===== src/rtl/dual_port_ram_stream_reader.sv =====
// dual_port_ram_stream_reader: streams consecutive RAM words out as valid/ready with last/done; optional DPRAM_STREAM_READER_WRAP_EN circular addressing
module dual_port_ram_stream_reader #(
    parameter int ADDR_WIDTH = 12,
    parameter int DATA_WIDTH = 32,
    parameter int LEN_WIDTH  = ADDR_WIDTH + 1
) (
    input  logic                  clk,
    input  logic                  reset,
    input  logic                  start,
    input  logic [ADDR_WIDTH-1:0] start_addr,
    input  logic [LEN_WIDTH-1:0]  length,
`ifdef DPRAM_STREAM_READER_WRAP_EN
    input  logic [ADDR_WIDTH-1:0] wrap_base,
    input  logic [ADDR_WIDTH-1:0] wrap_limit,
`endif
    output logic                  busy,
    output logic                  done,
    output logic [ADDR_WIDTH-1:0] raddr,
    input  logic [DATA_WIDTH-1:0] ram_dout,
    output logic                  out_valid,
    input  logic                  out_ready,
    output logic [DATA_WIDTH-1:0] out_data,
    output logic                  out_last
);
    typedef enum logic [1:0] {IDLE, RUN, DRAIN} state_t;
    state_t state, state_nxt;
    logic [LEN_WIDTH-1:0]  len_q, issued, left;
    logic [DATA_WIDTH-1:0] mem [4];
    logic [1:0]            wp, rp;
    logic [2:0]            cnt;
    logic [3:0]            occ;
    logic                  v1, v2, accept, issue, pop, last_pop;
    logic [ADDR_WIDTH-1:0] addr_nxt;

    assign busy      = state != IDLE;
    assign out_valid = cnt != 3'd0;
    assign out_data  = mem[rp];
    assign out_last  = out_valid && left == LEN_WIDTH'(1);

    // State register
    always_ff @(posedge clk) begin
        if (reset) state <= IDLE;
        else state <= state_nxt;
    end

    // Next state, issue decision (occupancy counts FIFO plus both in-flight stages) and next address
    always_comb begin
        pop       = out_valid && out_ready;
        last_pop  = pop && left == LEN_WIDTH'(1);
        accept    = state == IDLE && start;
        occ       = {1'b0, cnt} + {3'b0, v1} + {3'b0, v2} - {3'b0, pop};
        issue     = state == RUN && issued < len_q && occ < 4'd4;
`ifdef DPRAM_STREAM_READER_WRAP_EN
        addr_nxt  = raddr == wrap_limit ? wrap_base : raddr + 1'b1;
`else
        addr_nxt  = raddr + 1'b1;
`endif
        state_nxt = state == IDLE ? (accept && length != '0 ? RUN : IDLE) :
                    state == RUN  ? (issued == len_q ? DRAIN : RUN) :
                                    (last_pop ? IDLE : DRAIN);
    end

    // Read issue, in-flight pipeline, FIFO pointers/count and done pulse
    always_ff @(posedge clk) begin
        if (reset) begin
            raddr  <= '0;
            len_q  <= '0;
            issued <= '0;
            left   <= '0;
            v1     <= 1'b0;
            v2     <= 1'b0;
            wp     <= '0;
            rp     <= '0;
            cnt    <= '0;
            done   <= 1'b0;
        end else begin
            done <= (accept && length == '0) || (state == DRAIN && last_pop);
            if (accept && length != '0) begin
                raddr  <= start_addr;
                len_q  <= length;
                issued <= LEN_WIDTH'(1);
                left   <= length;
            end else begin
                if (issue) begin
                    raddr  <= addr_nxt;
                    issued <= issued + LEN_WIDTH'(1);
                end
                left <= left - LEN_WIDTH'(pop);
            end
            v1  <= (accept && length != '0) || issue;
            v2  <= v1;
            wp  <= wp + {1'b0, v2};
            rp  <= rp + {1'b0, pop};
            cnt <= cnt + {2'b0, v2} - {2'b0, pop};
        end
    end

    // FIFO storage; contents need no reset since count gates visibility
    always_ff @(posedge clk) begin
        if (v2) mem[wp] <= ram_dout;
    end
endmodule


===== config.mk =====
export PLATFORM = sky130hd
export DESIGN_NAME = dual_port_ram_stream_reader
export DESIGN_NICKNAME = d
export VERILOG_FILES = /design/src/rtl/dual_port_ram_stream_reader.sv
export SDC_FILE = /design/constraint.sdc
export NUM_CORES = 1
export LEC_CHECK = 0
export BUFFER_PORTS_ARGS = -buffer_cell sky130_fd_sc_hd__buf_2
export CORE_ASPECT_RATIO = 1.2
export CORE_MARGIN = 5
export CORE_UTILIZATION = 45
export CTS_BUF_LIST = sky130_fd_sc_hd__clkbuf_4 sky130_fd_sc_hd__clkbuf_8 sky130_fd_sc_hd__clkbuf_16
export DETAILED_ROUTE_END_ITERATION = 12
export PLACE_DENSITY = 0.75
export SLEW_MARGIN = 30
export SYNTH_ARGS = -nofsm -noshare
export SYNTH_HDL_FRONTEND = slang
export SYNTH_SLANG_ARGS = --single-unit

===== constraint.sdc =====
create_clock -name clk -period 3.1 [get_ports clk]
set_input_delay 0.62 -clock clk [delete_from_list [all_inputs] [get_ports clk]]
set_output_delay 0.62 -clock clk [all_outputs]
set_load 0.02 [all_outputs]

* After elaboration in Yosys (flattened, before gate mapping) *
Memory sizes are Yosys's and may differ from the RTL's. A register that Yosys moved wholly into a read port is not among the register bits.
Index checks and enable logic that the tools add are counted.
W data, S select, Z words.

storage, ports and cells
  output and inout port bits = 48
  memories kept = 1
  memory bits (writable) = 128
  word-level logic and storage cells = 60
  input port bits = 61
  register bits after elaboration = 63

memories
  name  words  bits a word  rd ports  clocked after Yosys merged registers in  write ports  line  text
  mem   4      32           1         1                                        1            28    logic [DATA_WIDTH-1:0] mem [4];

cells by class
  equality and inequality tests = 4
  reductions and logical operators = 18
  magnitude comparators = 2
  $add $sub $neg = 10
  muxes and demuxes = 13

operator list
  cell                     number
  $mux W12                 2
  $add A13 B1 Y13 const B  1
  $eq A13 B1 Y1 const B    1
  $eq A13 B13 Y1           1
  $logic_not A13 Y1        1
  $lt A13 B13 Y1           1
  $mux W13                 1
  $reduce_bool A13 Y1      1
  $sub A13 B1 Y13          1
  $add A12 B1 Y12 const B  1
  $mux W2                  5
  $logic_and A1 B1 Y1      9
  $mux W1                  5
  $add A2 B1 Y2            2
  $add A3 B1 Y4            1
  $add A4 B1 Y4            1
  $lt A4 B3 Y1 const B     1
  $reduce_bool A2 Y1       2
  $sub A4 B1 Y4            1
  $add A3 B1 Y3            1
  $reduce_bool A3 Y1       1
  $sub A3 B1 Y3            1
  $eq A2 B1 Y1 const B     1
  $eq A2 B2 Y1 const B     1
  3 further kinds          4

* Depth between registers and ports, before layout *
  depth in word-level cells = 7
  depth in mapped cells = 14
  gate-level depth less buffers = 11

* Worst setup path before layout *
Ideal clock, no wire load.

  path kind = register to register
  start point = register cnt[1]
  end point = register raddr[8]
  period minus slack after synthesis = 3.509 ns
  stages on the path, launching flop included = 13
  buffers on the path = 1
  data required time = 3.009 ns
  library setup time = 0.091 ns
  arrival time = 3.418 ns
  setup slack = -0.409 ns
  path through = dfxtp_1 -> or3_1 -> nand2_1 -> or2_2 -> nand2_1 -> ha_1 -> a21o_1 -> a2111oi_4 -> o22ai_2 -> or3_1 -> buf_2 -> or4_1 -> a311oi_1

between the ends
  cells in the longest elaborated chain, start to end = 6
  elaborated cells between the ends (all ways) = 8
  those cells by class = add/sub (3); order compare (1); reduce/logical (4)

ends and longest elaborated chain
  element                              line  text
  start, declared                      30    logic [2:0] cnt;
  start signal, assigned               94    cnt <= cnt + {2'b0, v2} - {2'b0, pop};
  $reduce_bool A3 Y1                   36    assign out_valid = cnt != 3'd0;
  via out_valid                        20    output logic out_valid,
  $logic_and A1 B1 Y1                  48    pop = out_valid && out_ready;
  $sub A4 B1 Y4                        51    occ = {1'b0, cnt} + {3'b0, v1} + {3'b0, v2} - {3'b0, pop};
  $lt A4 B3 Y1                         52    issue = state == RUN && issued < len_q && occ < 4'd4;
  $logic_and A1 B1 Y1                  52
  $reduce_bool A2 Y1 (no source line)  n/a
  end signal, assigned                 79    raddr <= start_addr;
  end signal, assigned                 85    raddr <= addr_nxt;
  end, declared                        18    output logic [ADDR_WIDTH-1:0] raddr,

The timed path passes the listed nets, and every way through them passes these cells.
A chain may end at the register's enable or synchronous reset.

* Worst setup path in the final report *
  start point = register cnt[2]
  end point = register raddr[6]

between the ends
  cells in the longest elaborated chain, start to end = 6
  elaborated cells between the ends (all ways) = 8
  those cells by class = add/sub (3); order compare (1); reduce/logical (4)

ends and longest elaborated chain
  element                                                      line
  $add A3 B1 Y4 / $reduce_bool A3 Y1 (equally long branches)   51, 36
  $add A4 B1 Y4 / $logic_and A1 B1 Y1 (equally long branches)  51, 48
  $sub A4 B1 Y4 (*)                                            51
  $lt A4 B3 Y1 (*)                                             52
  $logic_and A1 B1 Y1 (*)                                      52
  $reduce_bool A2 Y1 (no source line) (*)                      n/a

Mark *: on every way between the ends. The rest lies on a longest branch, timed or not.

==> flow_metrics.py <==
metrics = {
    "worst_setup_path": {
        "path_max_fanout": 6,
        "cp.required_ps": 3440,
        "startpoint_type": "register",
        "critical_path.top_delay_family": "simple AND/OR/NAND/NOR gates",
        "cp_slowest_cell": "or3_4",
        "path_buf_inv": 2,
        "crit_chain": "or3_4 > nand2_4 > or2_4 > nand2_4 > ha_4 > a21o_1 > a2111oi_4 > o22ai_2 > or3_4 > buf_6 > buf_6 > or3_1 > a311oi_1",
        "crit_arrival_ps": 3470,
        "cpPeakStageDelay_ps": 400,
        "crit_type": "register to register",
        "endpoint_kind": "register",
    },
    "timing": {
        "setup_violations": 1,
        "hold_viol": 0,
        "maxSlewViolCount": 0,
        "fin_crit_sh": 1.01,
        "max_slew_margin": 0.425,
        "finalWorstSetupSlack_ps": -29.6,
        "fmax_mhz": 320,
        "final.setup_skew_ps": 9.12,
        "worstMarginPinSlew_ps": 863,
        "fin_crit_ps": 3130,
        "rsz0062_at_grt": "true",
        "fin_tns_setup_ps": -29.6,
    },
    "detailed_routing": {
        "topRoutingLayerUsed": "met4",
        "wl_met1_um": 6970,
        "vias": 5209,
        "avgRoutedWirePerCell_um": 18.1,
        "wl_met3_um": 1020,
        "wl_um": 17000,
        "post-route-drc-count": 0,
        "ant_nets": 0,
        "viasPerCell": 5.54,
        "initialDrtViolationCount": 351,
        "dr_wl_met2_um": 8630,
        "first_pass_iters": 4,
    },
    "logic_synthesis": {
        "synth_cells": 577,
        "synth_top_area_share": 0.485,
        "syn_avg_cell_area_um2": 13.7,
        "synthFlopType": "edfxtp_1",
        "yosysSeqAreaShare": 0.645,
        "synth-edff-count": 128,
        "ys_seq_elements": 191,
        "synth_cell_type_count": 46,
        "yosysMostFrequentCell": "edfxtp_1",
        "synth_top_cell_by_area": "edfxtp_1",
        "synthAdderAreaFrac": 0.0373,
        "synthTopCellsByArea": "edfxtp_1, dfxtp_1, mux4_2",
        "syn-num-nets": 661,
        "synthTopCellsByCount": "edfxtp_1, dfxtp_1, nand2_1",
        "async_reset_ff_frac": 0,
        "synth_area_mm2": 0.00792,
        "ys_warn_count": 0,
        "synth_top_family_by_area": "simple AND/OR/NAND/NOR gates",
        "synth.area.mux_share": 0.0935,
        "yosys.area_share.simple": 0.104,
        "synth_compound_area_frac": 0.0719,
        "synth_xor_area_frac": 0.0210,
    },
    "cts": {
        "cts_tree": "done",
        "clk_latency_ps": 420,
        "cts_sinks": 191,
        "clock-root-buffer": "clkbuf_16",
        "cts_buffer_depth": 2,
        "htreeDepth": 4,
        "numCtsBuffers": 17,
        "clk_pin_slew_ps": 70,
    },
    "die": {
        "die_h_um": 155,
        "core.rowCount": 53,
        "core-area_mm2": 0.0174,
        "start_util": 0.454,
        "num_io_pins": 109,
        "dieArea_mm2": 0.0204,
        "fp.dieW_um": 131,
    },
    "status": {
        "violations": "negative setup slack",
        "outcome": "finished, violations left",
    },
    "finish": {
        "syn2layout_area_growth_pct": 22.1,
        "diodes": 0,
        "final_util": 0.554,
        "nNetsFinal": 791,
        "drive_gt1_frac": 0.332,
    },
    "pwr": {
        "power_density_mw_per_mm2": 719,
        "p_leak_uw": 0.00351,
        "peakVddDrop_uv": 406,
    },
    "place": {
        "place_ws_ps": -388,
        "routabilityCongestion": 0.827,
        "io_buffer_count": 108,
        "dpl.hpwl_um": 11700,
    },
    "run": {
        "drv_cap": 0,
    },
    "global_routing": {
        "grt_use_total": 0.168,
        "grt_max_degree": 54,
        "grt_first_pass_wirelength_um": 27800,
        "first_global_vias": 5509,
        "antenna_found_initial": 0,
        "overflow": 0,
    },
    "min_path": {
        "hold_path_class": "input port to register",
    },
}
## power breakdown
group | internal, µW | switching (µW) | leakage (µW)
Clock | 1080 | 999 | 0.000271
Combinational | 865 | 1020 | 0.00157
Sequential | 2860 | 132 | 0.00167
Total | 4810 | 2150 | 0.00351
## stage by stage
step	cells	hold slack, ps	cell area [µm²]	total power, µW
after floorplan	577	424	7950	4240
after global placement	896	447	8810	4730
after detailed placement	897	447	8840	4790
after global routing	940	385	9670	7320
after CTS	940	388	9570	6980
final	940	406	9670	6960
## final timing paths
path	slack, ps	from	cells after the start	end
max	-30	cnt[2]	13	raddr[6]
min	410	ram_dout[16]	1	mem[0][16]
max reg2reg	-30	cnt[2]	13	raddr[6]
min reg2reg	450	len_q[3]	2	len_q[3]
## repair_timing
action                                  4_1_cts  5_1_grt
hold buffers                                  0        0
gates resized for setup                      12       21
buffers inserted                             11        0
endpoints found under the setup margin       14       22
pin swaps                                     9       22
## metal layers
| layer | GRT usage | vias up |
|---|---|---|
| met1 | 0.204 | 2561 |
| met5 | 0 | - |
| met4 | 0.0589 | 0 |
| met2 | 0.292 | 174 |
| met3 | 0.0433 | 30 |
| li1 | - | 2444 |
## sequential cells by signal (all words and copies together) (netlist names)
register / count
rp: 2
raddr: 12
state: 2
done: 1
v1: 1
mem: 128
wp: 2
v2: 1
len_q: 13
left: 13
cnt: 3
issued: 13
## kinds of logic (layout without fill, tap and decap cells)
kind of cell               count (synthesis)  after routing
xor gates and xnor gates                  19             19
buffers and inverters                     56            199
adders and majority gates                 23             23
muxes                                     34             34
AOI/OAI and AO/OA                         86             86
and+or+nand+nor                          168            168
DFF                                      191            191
## placed cells by master (no fill, tap or decap), types with 3 or more instances in the layout
cell and count:
clkinv_4 3, o21ai_0 7, a211oi_1 5, o21a_1 3, nand2b_1 4, or3_4 4, xnor2_1 6, and3_1 4
xor2_1 13, nand2_1 47, o31ai_1 4, buf_2 107, clkbuf_16 17, or3_1 5, a21oi_2 6, nand3_1 10
dfxtp_1 60, ha_1 21, buf_6 5, or4_4 4, nor2b_1 4, buf_4 20, nor2_1 40, inv_6 3
dfxtp_2 3, buf_12 3, nand4_1 15, inv_1 30, or4_1 4, a31o_2 3, nor4_1 5, nor3_1 8
a21oi_1 36, edfxtp_1 128, a311oi_1 6, mux4_2 32
## layout make-up
| type | instances | area [µm²] |
|---|---|---|
| clock buffers | 19 | 440 |
| clock inverters | 13 | 128 |
| fillers | 1379 | 7770 |
| inverters | 30 | 113 |
| multi-input cells | 330 | 2760 |
| flip-flops and latches | 191 | 5110 |
| well taps | 220 | 275 |
| repair buffers | 137 | 845 |
No activity file was read; power rests on OpenSTA's default activity.
